==> config.mk <==
export PLATFORM = sky130hd
export DESIGN_NAME = w29ee011_poll
export DESIGN_NICKNAME = d
export VERILOG_FILES = /design/src/rtl/w29ee011_poll.sv
export SDC_FILE = /design/constraint.sdc
export NUM_CORES = 1
export LEC_CHECK = 0
export BUFFER_PORTS_ARGS = -buffer_cell sky130_fd_sc_hd__buf_2
export CAP_MARGIN = 20
export CORE_MARGIN = 3
export CORE_UTILIZATION = 40
export CTS_BUF_LIST = sky130_fd_sc_hd__clkbuf_4 sky130_fd_sc_hd__clkbuf_8 sky130_fd_sc_hd__clkbuf_16
export DETAILED_ROUTE_END_ITERATION = 7
export SYNTH_ARGS = -nofsm -noshare
export SYNTH_HDL_FRONTEND = slang
export SYNTH_SLANG_ARGS = --single-unit
==> constraint.sdc <==
create_clock -name osc -period 3.5 [get_ports osc]
set_clock_uncertainty 0.15 [all_clocks]
set_input_delay 0.175 -clock osc [delete_from_list [all_inputs] [get_ports osc]]
set_output_delay 0.175 -clock osc [all_outputs]
set_load 0.01 [all_outputs]
==> src/rtl/w29ee011_poll.sv <==
// rtl/w29ee011_poll.sv - W29EE011 end-of-program detector (toggle-bit / data-polling)
module w29ee011_poll #(
    parameter int OE_LOW_CYCLES  = 3,
    parameter int OE_HIGH_CYCLES = 2,
    parameter int TIMEOUT_CYCLES = 240000,
    parameter int CNT_W          = 18
) (
    input  logic       osc,
    input  logic       rst_n,
    input  logic       start,
    input  logic       mode,
    input  logic [7:0] expected_data,
    input  logic [7:0] dq,
    output logic       ce_n,
    output logic       oe_n,
    output logic       busy,
    output logic       done,
    output logic       timeout,
    output logic [7:0] last_data
);

    localparam int PH_W = 8;

    typedef enum logic [1:0] {
        IDLE    = 2'd0,
        ASSERT  = 2'd1,
        RELEASE = 2'd2,
        EVAL    = 2'd3
    } state_t;

    state_t            state, state_d;
    logic [PH_W-1:0]   ph, ph_d;
    logic [CNT_W-1:0]  tcnt, tcnt_d;
    logic [7:0]        prev, prev_d;
    logic              prev_valid, prev_valid_d;
    logic              mode_q, mode_d;
    logic [7:0]        exp_q, exp_d;
    logic [7:0]        last_d;
    logic              ce_n_d, oe_n_d, busy_d, done_d, timeout_d;
    logic              complete;
    logic              expire;

    always_ff @(posedge osc or negedge rst_n) begin
        if (!rst_n) begin
            state      <= IDLE;
            ph         <= '0;
            tcnt       <= '0;
            prev       <= 8'h00;
            prev_valid <= 1'b0;
            mode_q     <= 1'b0;
            exp_q      <= 8'h00;
            last_data  <= 8'h00;
            ce_n       <= 1'b1;
            oe_n       <= 1'b1;
            busy       <= 1'b0;
            done       <= 1'b0;
            timeout    <= 1'b0;
        end else begin
            state      <= state_d;
            ph         <= ph_d;
            tcnt       <= tcnt_d;
            prev       <= prev_d;
            prev_valid <= prev_valid_d;
            mode_q     <= mode_d;
            exp_q      <= exp_d;
            last_data  <= last_d;
            ce_n       <= ce_n_d;
            oe_n       <= oe_n_d;
            busy       <= busy_d;
            done       <= done_d;
            timeout    <= timeout_d;
        end
    end

    // Completion is judged on the byte captured during the read that just ended.
    always_comb begin
        if (mode_q)
            complete = (state == EVAL) && (((last_data ^ exp_q) & 8'h80) == 8'h00);
        else
            complete = (state == EVAL) && prev_valid && (((last_data ^ prev) & 8'h40) == 8'h00);
    end

    // tcnt becomes TIMEOUT_CYCLES-1 on this edge.
    assign expire = busy && (tcnt == CNT_W'(TIMEOUT_CYCLES - 2));

    always_comb begin
        state_d      = state;
        ph_d         = ph;
        tcnt_d       = busy ? tcnt + 1'b1 : tcnt;
        prev_d       = prev;
        prev_valid_d = prev_valid;
        mode_d       = mode_q;
        exp_d        = exp_q;
        last_d       = last_data;
        ce_n_d       = ce_n;
        oe_n_d       = oe_n;
        busy_d       = busy;
        done_d       = done;
        timeout_d    = timeout;

        case (state)
            IDLE: begin
                ce_n_d = 1'b1;
                oe_n_d = 1'b1;
                busy_d = 1'b0;
                if (start) begin
                    done_d       = 1'b0;
                    timeout_d    = 1'b0;
                    prev_valid_d = 1'b0;
                    mode_d       = mode;
                    exp_d        = expected_data;
                    tcnt_d       = '0;
                    ph_d         = '0;
                    busy_d       = 1'b1;
                    ce_n_d       = 1'b0;
                    oe_n_d       = 1'b0;
                    state_d      = ASSERT;
                end
            end
            ASSERT: begin
                if (ph == PH_W'(OE_LOW_CYCLES - 1)) begin
                    last_d  = dq;
                    oe_n_d  = 1'b1;
                    ph_d    = '0;
                    state_d = RELEASE;
                end else begin
                    ph_d = ph + 1'b1;
                end
            end
            RELEASE: begin
                if (ph == PH_W'(OE_HIGH_CYCLES - 1)) begin
                    ph_d    = '0;
                    state_d = EVAL;
                end else begin
                    ph_d = ph + 1'b1;
                end
            end
            EVAL: begin
                if (complete) begin
                    done_d  = 1'b1;
                    busy_d  = 1'b0;
                    ce_n_d  = 1'b1;
                    oe_n_d  = 1'b1;
                    state_d = IDLE;
                end else begin
                    prev_d       = last_data;
                    prev_valid_d = 1'b1;
                    oe_n_d       = 1'b0;
                    state_d      = ASSERT;
                end
            end
            default: state_d = IDLE;
        endcase

        // A completion on the expiry edge takes priority over the timeout.
        if (expire && !complete) begin
            timeout_d = 1'b1;
            busy_d    = 1'b0;
            ce_n_d    = 1'b1;
            oe_n_d    = 1'b1;
            ph_d      = '0;
            state_d   = IDLE;
        end
    end

endmodule

==> metrics.md, run 1 <==
| Metric | Value |
|---|---|
| Run status | `finished clean` |
| Maximum number of pins on one net before global-route repair | `46` |
| Worst reg2reg endpoint | `ph[3]` |
| Total DRC errors in the routed layout | `0` |
| Path depth of the worst reg2reg path | `5` |
| CORE AREA | `5640 um^2` |
| Average detailed-routed wire length per instance | `13.2 um` |
| Max-slew violations | `0` |
| Peak supply drop | `0.453 mV` |
| P&R area growth vs syn | `20.1%` |
| Worst-path maximum fanout | `7` |
| Initial drt markers | `71` |
| Final cycle utilization of the critical path | `62.3%` |
| Root Buffer Master | `sky130_fd_sc_hd__clkbuf_8` |
| GRT Overall Usage | `14.3%` |
| Fraction of final layout cells sized beyond drive strength 1 | `21.7%` |
| Reported max-cap violation count | `0` |
| Synth Area per Inst | `10.2 um^2` |
| Power density over the cells | `739 nW/um^2` |
| Maximum frequency from static timing analysis | `roughly 0.46 GHz` |
| Setup violation total in the final timing report | `0` |
| Top library cells by usage in the layout, fill and taps aside | `sky130_fd_sc_hd__dfrtp_1, sky130_fd_sc_hd__nor2_1, sky130_fd_sc_hd__buf_2, sky130_fd_sc_hd__nand2_1` |
| Area enclosed by the die boundary | `between 6000 and 7000 um^2` |
| Hold Path Sink | `busy` |
| Filler Cells Inserted | `519` |
| CP cell instances | `or4_4 > o31ai_4 > a21boi_2 > o22ai_1 > nor2_1` |
| Worst setup SP type | `flop` |
| Via-per-instance ratio | `~5.0` |
| Worst rel slew slack | `~63%` |
| Worst reg2reg setup slack | `1320 ps` |
| Final number of hold-violating endpoints | `0` |
| Clock latency reported for the late side of the worst-skew pair | `300 ps` |
| Cell type of the slowest stage on the worst timing path | `sky130_fd_sc_hd__or4_4` |
| Floorplan die width | `83.3 um` |
| Height of the die | `around 83 um` |
| Maximum number of buffers from clock root to sink | `2` |
| Number of placement rows | `27` |
| Post-CTS clock slew at the launch and capture registers of the worst setup and hold paths | `around 90 ps` |
| Part of the Yosys area used for sequential elements | `between 40% and 50%` |
| Nets | `306` |
| CP Capture Type | `flop` |
| Cell count after synthesis | `between 200 and 250` |
| Total Neg Setup Slack | `0 ps` |
| Number of antenna violations at the first check in global routing | `0` |
| Worst hold path depth | `3` |
| Buffer and inverter count on the worst path | `0` |
| Arrival time reported for the critical path endpoint | `2200 ps` |
| Post-synthesis register bit count | `45` |
| Required time at the worst-slack endpoint | `3520 ps` |
| Number of nets produced by synthesis | `roughly 270` |
| HP Class | `primary input to flop` |
| Wire length of the first global-routing pass | `8300 um` |
| Launch point of the worst hold path | `start` |
| Top-level I/O count | `33` |
| Number of diodes added for antenna fixing | `0` |
| Initial core utilization | `42.4%` |
| Setup CP Type | `flop to flop` |
| Placer's final routability congestion estimate | `0.764` |
| P_leak | `1.27 nW` |
| RSZ-0062 raised after global routing | `no` |
| Most common cell after layout, fill and taps aside | `sky130_fd_sc_hd__dfrtp_1` |
| CTS H-tree lvls | `2` |
| Final WL | `4610 um` |
| DRT Pass-1 Iters | `4` |
| Total of warnings raised by yosys | `0` |
| Fin util | `around 51%` |
| Critical R2R Launch | `ph[4]` |
| Crit path largest cell delay | `between 500 and 600 ps` |
| Routed Antenna Nets | `0` |
| Time the worst path needs with I/O delays and setup | `2180 ps` |
| Total standard cell area after synthesis | `roughly 2400 um^2` |
| TritonCTS clock tree | `built` |
| I/O Buffers | `25` |
| Sink Count | `45` |
| Delay-heaviest family, CP | `compound AO/OA/AOI/OAI gates` |
| Actual slew at the worst max-slew pin | `550 ps` |
| Detailed placement HPWL | `3180 um` |
| Netlist cell types | `48` |
| Total grt overflow | `0` |
| Number of vias in the routed layout | `1761` |
| Vias in the first global route | `1801` |
| Inserted Clock Buffers | `5` |
[synth_stat cells, drive strengths merged]
cell type  number  share of area [%]
dfrtp          43                 45
nor2           34                5.3
nand2          14                2.2
nand3          12                2.9
inv            11                1.7
mux2           11                5.2
xnor2          11                4.0
ha             10                5.2
a21oi           9                1.9
o21ai           9                1.9
xor2            9                3.3
nor3            6                1.3
nand4           4                1.0
nor2b           4                1.0
and2            3               0.84
and3            3               0.84
buf             3               0.52
mux2i           3                1.3
o31ai           3                2.1
or3             3               0.79
a22oi           2               0.63
and4            2               0.73
clkbuf          2               0.31
dfstp           2                2.2
nand4b          2               0.73
o22ai           2               0.52
or2             2               0.52
a211oi          1               0.31
a21boi          1               0.47
a221oi          1               0.63
a22o            1               0.37
a32oi           1               0.37
and3b           1               0.37
nand2b          1               0.26
nor3b           1               0.31
nor4            1               0.26
nor4b           1               0.37
nor4bb          1               0.42
o211a           1               0.42
o211ai          1               0.31
o21a            1               0.31
o21bai          1               0.31
or4             1               0.47
[kinds of logic (layout without fill, tap and decap cells)]
group | count (synthesis) | after routing | synth area share, %
adder cells (fa/ha/maj) | 10 | 10 | 5.23
buffers and inverters | 16 | 58 | 2.56
AO/OA/AOI/OAI | 34 | 34 | 10.5
flip-flops | 45 | 45 | 47.2
XOR/XNOR | 20 | 20 | 7.33
AND/OR/NAND/NOR | 96 | 96 | 20.7
multiplexers | 14 | 14 | 6.44
[layer usage]
layer  vias up  share of wire (%)  track usage (%)
met3         4                2.8             2.98
met1       839                 49             18.9
li1        895                  -                -
met5         -                  0                0
met2        23                 47             24.1
met4         0               0.76             3.57
[metrics by stage]
stage | cells | cell area [um^2] | hold WS [ps] | total power (W) | setup slack (ps)
2_1_floorplan | 235 | 2390 | -271 | 0.00143 | 1380
3_3_place_gp | 329 | 2600 | 255 | 0.00165 | 1350
3_5_place_dp | 329 | 2600 | 260 | 0.00167 | 1350
4_1_cts | 348 | 2850 | 91.7 | 0.00215 | 1320
5_1_grt | 349 | 2870 | 121 | 0.00230 | 1190
6_report | 349 | 2870 | 109 | 0.00212 | 1320
[sequential cells by signal, indices dropped and copies added, names as in the netlist, 2 cells and up]
| register | flops |
|---|---|
| last_data | 8 |
| ph | 8 |
| state | 2 |
| tcnt | 18 |
[timing repair]
| item | 4_1_cts | 5_1_grt |
|---|---|---|
| setup buffers | 0 | 0 |
| endpoints found under the setup margin | 0 | 0 |
| hold endpoints to repair | 53 | 0 |
| hold buffers | 11 | 0 |
| gates resized for setup | 0 | 0 |
[report_power, final]
group	total [W]	internal [W]	switching (W)	leakage (nW)
registers	0.000815	0.000677	0.000138	0.579
clock network	0.000460	0.000284	0.000176	0.0681
logic	0.000847	0.000390	0.000457	0.627
[worst register-to-register path: cells and delay by family, from the launching register on]
family / cells / cell delay (ps)
flip-flops: 1 / 440
AND/OR/NAND/NOR: 2 / 680
AO/OA/AOI/OAI: 3 / 780
[worst max-delay path by stage]
stage / endpoint / from / cells after the start
after floorplan: ph[7] / state[0] / 9
after global placement: ph[7] / ph[4] / 5
after detailed placement: ph[5] / ph[4] / 5
after CTS: ph[3] / ph[4] / 5
after global routing: ph[5] / state[0] / 8
final: ph[3] / ph[4] / 5
[layout make-up]
class / instances / area, um^2 / share of cell area (%)
Multi-Input combinational cell: 174 / 1200 / 41.8
Sequential cell: 45 / 1130 / 39.3
Tap cell: 72 / 90.1 / 3.14
Clock inverter: 3 / 65.1 / 2.26
Timing Repair Buffer: 39 / 278 / 9.67
Inverter: 11 / 41.3 / 1.44
Clock buffer: 5 / 68.8 / 2.40
Note: power is estimated with default switching activity, not from simulation.
==> run 2, diff against run 1 <==
- clock period: 3.5 -> 1.8 ns (I/O delays scaled with it)
==> run 2 against run 1 <==
- the run now ends with negative setup slack left
- sequential share of layout area shrank 2.8 points
- critical path depth is the same
- sequential power grew 90%
- critical path type unchanged
- clock-buffer cell count grew 1
- die area is the same
- final area grew 7.7%
==> metrics.md, run 2 (synthesis results as in run 1) <==
| Metric | Value |
|---|---|
| P&R area growth vs syn | `29.4%` |
| Maximum frequency from static timing analysis | `0.502 GHz` |
| Max-slew violations | `0` |
| DRT Pass-1 Iters | `4` |
| Number of placement rows | `27` |
| Power density over the cells | `1400 nW/um^2` |
| Required time at the worst-slack endpoint | `1850 ps` |
| Count of cell instances traversed by the critical path | `5` |
| Number of diodes added for antenna fixing | `0` |
| Root Buffer Master | `sky130_fd_sc_hd__clkbuf_8` |
| Cell-internal power | `0.00272 W` |
| Sink Count | `45` |
| Clock latency reported for the late side of the worst-skew pair | `300 ps` |
| CP cell instances | `or4_4 > o31ai_4 > nand3_2 > o21bai_1 > a221oi_2` |
| CORE AREA | `5640 um^2` |
| Placed cell areas | `between 2000 and 3000 um^2` |
| Setup CP Type | `flop to flop` |
| Instance count after placement with tap cells included | `approximately 350` |
| Worst reg2reg endpoint | `state[0]` |
| Floorplan die width | `83.3 um` |
| Maximum number of buffers from clock root to sink | `2` |
| Height of the die | `83.3 um` |
| Final number of hold-violating endpoints | `0` |
| Critical R2R Launch | `ph[5]` |
| Routed Antenna Nets | `0` |
| Total grt overflow | `0` |
| CP Capture Type | `flop` |
| P_leak | `1.39 nW` |
| Total power draw | `0.00434 W` |
| Wire length of the first global-routing pass | `8540 um` |
| Crit path largest cell delay | `580 ps` |
| Flop pwr share | `between 30% and 40%` |
| Buffer and inverter count on the worst path | `0` |
| Top library cells by usage in the layout, fill and taps aside | `sky130_fd_sc_hd__dfrtp_1, sky130_fd_sc_hd__nor2_1, sky130_fd_sc_hd__buf_4, sky130_fd_sc_hd__buf_2, sky130_fd_sc_hd__nand2_1` |
| Filler Cells Inserted | `496` |
| Worst setup SP type | `flop` |
| Placer's final routability congestion estimate | `0.783` |
| RSZ-0062 raised after global routing | `yes` |
| Net switching power | `around 0.0016 W` |
| Total Neg Setup Slack | `-2320 ps` |
| Total DRC errors in the routed layout | `0` |
| Final instance area | `3090 um^2` |
| Cell type of the slowest stage on the worst timing path | `sky130_fd_sc_hd__or4_4` |
| Switching share of total power | `37.3%` |
| Crit path setup slack, layout | `-193 ps` |
| Maximum number of pins on one net before global-route repair | `46` |
| Actual slew at the worst max-slew pin | `579 ps` |
| CTS H-tree lvls | `2` |
| Delay-heaviest family, CP | `simple AND/OR/NAND/NOR gates` |
| GRT Overall Usage | `14.8%` |
| Fin util | `54.8%` |
| Worst rel slew slack | `between 60% and 70%` |
| Endpoint of the worst setup timing path | `state[0]` |
| Reported max-cap violation count | `0` |
| Final cycle utilization of the critical path | `111%` |
| Number of antenna violations at the first check in global routing | `0` |
| Vias in the first global route | `about 1800` |
| Fraction of final layout cells sized beyond drive strength 1 | `31.7%` |
| Worst-path maximum fanout | `3` |
| Arrival time reported for the critical path endpoint | `2050 ps` |
| Violated checks | `negative setup slack` |
| Worst setup startpoint | `ph[5]` |
| Via-per-instance ratio | `roughly 5` |
| Run status | `complete, but fails checks` |
| Path depth of the worst reg2reg path | `5` |
| Average detailed-routed wire length per instance | `13.6 um` |
| Non-Filler Instances | `~380` |
| Final WL | `5090 um` |
| Detailed placement HPWL | `3470 um` |
| Post-CTS clock slew at the launch and capture registers of the worst setup and hold paths | `90 ps` |
| TritonCTS clock tree | `built` |
| Top-level I/O count | `33` |
| Clock network fraction of design power | `18.0%` |
| Nets | `332` |
| Peak supply drop | `0.717 mV` |
| Worst reg2reg setup slack | `-190 ps` |
| Initial drt markers | `76` |
| HP Class | `primary input to async pin` |
| Time the worst path needs with I/O delays and setup | `1990 ps` |
| Most flop-heavy register | `tcnt` |
| Inserted Clock Buffers | `5` |
| Flip-flop count of the largest register after layout | `18` |
| Most common cell after layout, fill and taps aside | `sky130_fd_sc_hd__dfrtp_1` |
| Combinational cell fraction of total power | `46.3%` |
| Number of vias in the routed layout | `1878` |
| Setup violation total in the final timing report | `19` |
| Initial core utilization | `42.4%` |
| Area enclosed by the die boundary | `6940 um^2` |
| I/O Buffers | `25` |
| Registers with the most flip-flops | `tcnt (18), last_data (8), ph (8)` |
## run 2: cell types whose count changed in the layout (fill, tap and decap cells not counted), sizes merged
| cell | previous run | this run |
|---|---|---|
| buf | 28 | 52 |
| bufinv | 2 | 1 |
| clkbuf | 5 | 6 |
| dlygate4sd3 | 11 | 12 |
| nand3 | 12 | 13 |
## run 2: worst min-delay path, cell delays in order
cell,delay [ps]
sky130_fd_sc_hd__dlygate4sd3_1,510
sky130_fd_sc_hd__buf_2,90
sky130_fd_sc_hd__buf_4,470
## run 2: layout make-up
cell class	count	area [um^2]	area share (%)
Clock inverter	2	38.8	1.25
Inverter	11	41.3	1.33
Timing Repair Buffer	64	448	14.5
Tap cell	72	90.1	2.91
Sequential cell	45	1130	36.5
Clock buffer	6	76.3	2.47
Multi-Input combinational cell	175	1270	41.0
## run 2: power by group through the flow
stage               Clock [W]  Combinational [W]  Sequential, W
finish               0.000781            0.00201        0.00155
global route         0.000856            0.00222        0.00159
CTS                  0.000805            0.00198        0.00155
detailed placement          0            0.00190        0.00157
global placement            0            0.00188        0.00155
floorplan                   0            0.00124        0.00160
## run 2: worst min-delay path by stage
| stage | slack [ps] | to |
|---|---|---|
| 3_3_place_gp | 70 | tcnt[3] |
| 3_5_place_dp | 70 | tcnt[4] |
| 2_1_floorplan | -360 | busy |
| 5_1_grt | 300 | tcnt[11] |
| 6_report | 250 | tcnt[6] |
| 4_1_cts | 270 | tcnt[7] |
## run 2: timing repair
action	in CTS	in global routing
gates resized for setup	1	10
gates cloned	0	1
pin swaps	0	1
endpoints found under the hold margin	54	0
setup buffers	1	1
setup endpoints to repair	19	26
hold buffers	12	0
## run 2: per-stage QoR
step,setup slack [ps],hold slack [ps]
finish,-193,248
global route,-290,300
CTS,-176,274
detailed placement,-187,69.6
global placement,-136,67.4
floorplan,-135,-356
## run 2: layer usage
| layer | vias to the layer above | part of all wire [%] | global-route usage, % |
|---|---|---|---|
| met5 | - | 0 | 0 |
| met4 | 0 | 0.37 | 3.27 |
| met3 | 2 | 2.5 | 3.37 |
| met2 | 26 | 50 | 25.2 |
| met1 | 896 | 47 | 19.2 |
| li1 | 954 | - | - |
==> run 3, diff against run 2 <==
- GPL_TIMING_DRIVEN: default -> 0
- clock period: 1.8 -> 2.2 ns (I/O delays scaled with it)
==> run 3 against run 2 <==
- the flow now finishes without violations
- wire length down 9.3%
- global-route usage down 0.66 points
- sequential cell count unchanged
- non-clock buffer count down 24
- fmax down 5.3%
- clock power down 18%
- largest cell class unchanged
- largest power group unchanged
==> metrics.md, run 3 (synthesis results as in run 1) <==
| Metric | Value |
|---|---|
| Run status | `finished clean` |
| Number of placement rows | `27` |
| CP Capture Type | `flop` |
| Peak supply drop | `0.590 mV` |
| Power density over the cells | `approximately 1200 nW/um^2` |
| DRT Pass-1 Iters | `4` |
| Worst-path maximum fanout | `7` |
| RSZ-0062 raised after global routing | `no` |
| Total Neg Setup Slack | `0 ps` |
| Final number of hold-violating endpoints | `0` |
| Height of the die | `83.3 um` |
| Post-CTS clock slew at the launch and capture registers of the worst setup and hold paths | `90 ps` |
| P_leak | `1.27 nW` |
| Placer's final routability congestion estimate | `0.803` |
| Fin util | `50.9%` |
| Vias in the first global route | `approximately 1800` |
| Max-slew violations | `0` |
| Final cycle utilization of the critical path | `95.7%` |
| Setup CP Type | `flop to flop` |
| GRT Overall Usage | `14.2%` |
| Actual slew at the worst max-slew pin | `421 ps` |
| TritonCTS clock tree | `built` |
| Flip-flop count of the largest register after layout | `18` |
| Maximum number of pins on one net before global-route repair | `46` |
| Via-per-instance ratio | `between 5 and 6` |
| Nets | `307` |
| Setup violation total in the final timing report | `0` |
| Total power draw | `0.00333 W` |
| HP Class | `primary input to flop` |
| Time the worst path needs with I/O delays and setup | `2110 ps` |
| Worst rel slew slack | `71.8%` |
| I/O Buffers | `25` |
| Required time at the worst-slack endpoint | `2230 ps` |
| P&R area growth vs syn | `20.1%` |
| Root Buffer Master | `sky130_fd_sc_hd__clkbuf_8` |
| Worst setup SP type | `flop` |
| Initial drt markers | `40` |
| Number of antenna violations at the first check in global routing | `0` |
| Wire length of the first global-routing pass | `8100 um` |
| Instance count after placement with tap cells included | `~330` |
| Registers with the most flip-flops | `tcnt (18), last_data (8), ph (8)` |
| CTS H-tree lvls | `2` |
| CORE AREA | `5640 um^2` |
| Top-level I/O count | `33` |
| Inserted Clock Buffers | `5` |
| Initial core utilization | `42.4%` |
| Number of diodes added for antenna fixing | `0` |
| Clock latency reported for the late side of the worst-skew pair | `300 ps` |
| Total grt overflow | `0` |
| Non-Filler Instances | `350` |
| Filler Cells Inserted | `512` |
| Maximum number of buffers from clock root to sink | `2` |
| Smallest hold slack | `40.5 ps` |
| Sink Count | `45` |
| Most flop-heavy register | `tcnt` |
| Top library cells by usage in the layout, fill and taps aside | `sky130_fd_sc_hd__dfrtp_1, sky130_fd_sc_hd__nor2_1, sky130_fd_sc_hd__buf_2, sky130_fd_sc_hd__nand2_1` |
| Number of vias in the routed layout | `between 1500 and 2000` |
| Floorplan die width | `between 80 and 90 um` |
| Register cell area after layout | `1130 um^2` |
| Arrival time reported for the critical path endpoint | `2130 ps` |
| Final WL | `approximately 4600 um` |
| Total DRC errors in the routed layout | `0` |
| Detailed placement HPWL | `3310 um` |
| Area enclosed by the die boundary | `about 6900 um^2` |
| Reported max-cap violation count | `0` |
| Most common cell after layout, fill and taps aside | `sky130_fd_sc_hd__dfrtp_1` |
| Average detailed-routed wire length per instance | `13.2 um` |
| Fraction of final layout cells sized beyond drive strength 1 | `approximately a quarter` |
| Multi-input logic area | `1220 um^2` |
| Routed Antenna Nets | `0` |
| Maximum frequency from static timing analysis | `around 0.47 GHz` |
-- run 3: changes by cell type in the layout (fill, tap and decap cells not counted), moves of 2 or more --
cell | previous run | this run
sky130_fd_sc_hd__buf_2 | 25 | 27
sky130_fd_sc_hd__nor3_1 | 4 | 6
sky130_fd_sc_hd__nor3_2 | 2 | 0
sky130_fd_sc_hd__buf_4 | 27 | 0
-- run 3: routing by layer --
| metal | track usage [%] | share of wire, % | vias up | routed length, um |
|---|---|---|---|---|
| met2 | 24.1 | 49 | 30 | 2250 |
| met4 | 3.57 | 1.1 | 0 | 49 |
| met3 | 3.57 | 3.1 | 5 | 143 |
| li1 | - | - | 900 | - |
| met5 | 0 | 0 | - | 0 |
| met1 | 17.9 | 47 | 867 | 2170 |
-- run 3: where the power goes --
part           leakage (nW)  total (W)  internal, W  switching (W)
Combinational         0.629    0.00141     0.000644       0.000763
Clock                0.0588   0.000642     0.000354       0.000288
Sequential            0.579    0.00128      0.00108       0.000199
Total                  1.27    0.00333      0.00208        0.00125
-- run 3: critical path, stage by stage (launching register included) --
cell and delay, ps:
sky130_fd_sc_hd__dfrtp_1 440, sky130_fd_sc_hd__or4_4 580, sky130_fd_sc_hd__o31ai_4 300, sky130_fd_sc_hd__nand3_2 140, sky130_fd_sc_hd__nor4b_1 330, sky130_fd_sc_hd__a221oi_2 60
-- run 3: area by class of cell --
cell class	instances	share of cell area [%]
timing repair buffer	37	8.89
clock inverter	2	1.35
clock buffer	6	2.66
buffer	3	0.610
sequential	45	39.3
tap	72	3.14
multi-input combinational	174	42.6
inverter	11	1.44
-- run 3: worst paths after layout --
kind / startpoint / to / slack (ps) / depth (start not counted)
worst max register to register: ph[4] / state[0] / 90 / 5
worst max-delay path: ph[4] / state[0] / 90 / 5
max in group asynchronous: rst_n / oe_n / 1330 / 3
worst min register to register: oe_n / oe_n / 360 / 2
min in group asynchronous: rst_n / tcnt[7] / 50 / 2
worst min-delay path: start / busy / 40 / 3
-- run 3: what timing repair did --
action,4_1_cts,5_1_grt
endpoints found under the hold margin,53,0
buffers inserted,0,0
setup endpoints to repair,19,7
hold buffers,11,0
gates resized for setup,3,6
-- run 3: metrics by stage --
step	instance area, um^2	worst slack [ps]
after detailed placement	2610	-407
after floorplan	2390	79.8
after global routing	2870	11.4
after global placement	2610	-364
after CTS	2830	22.7
final	2870	94.6
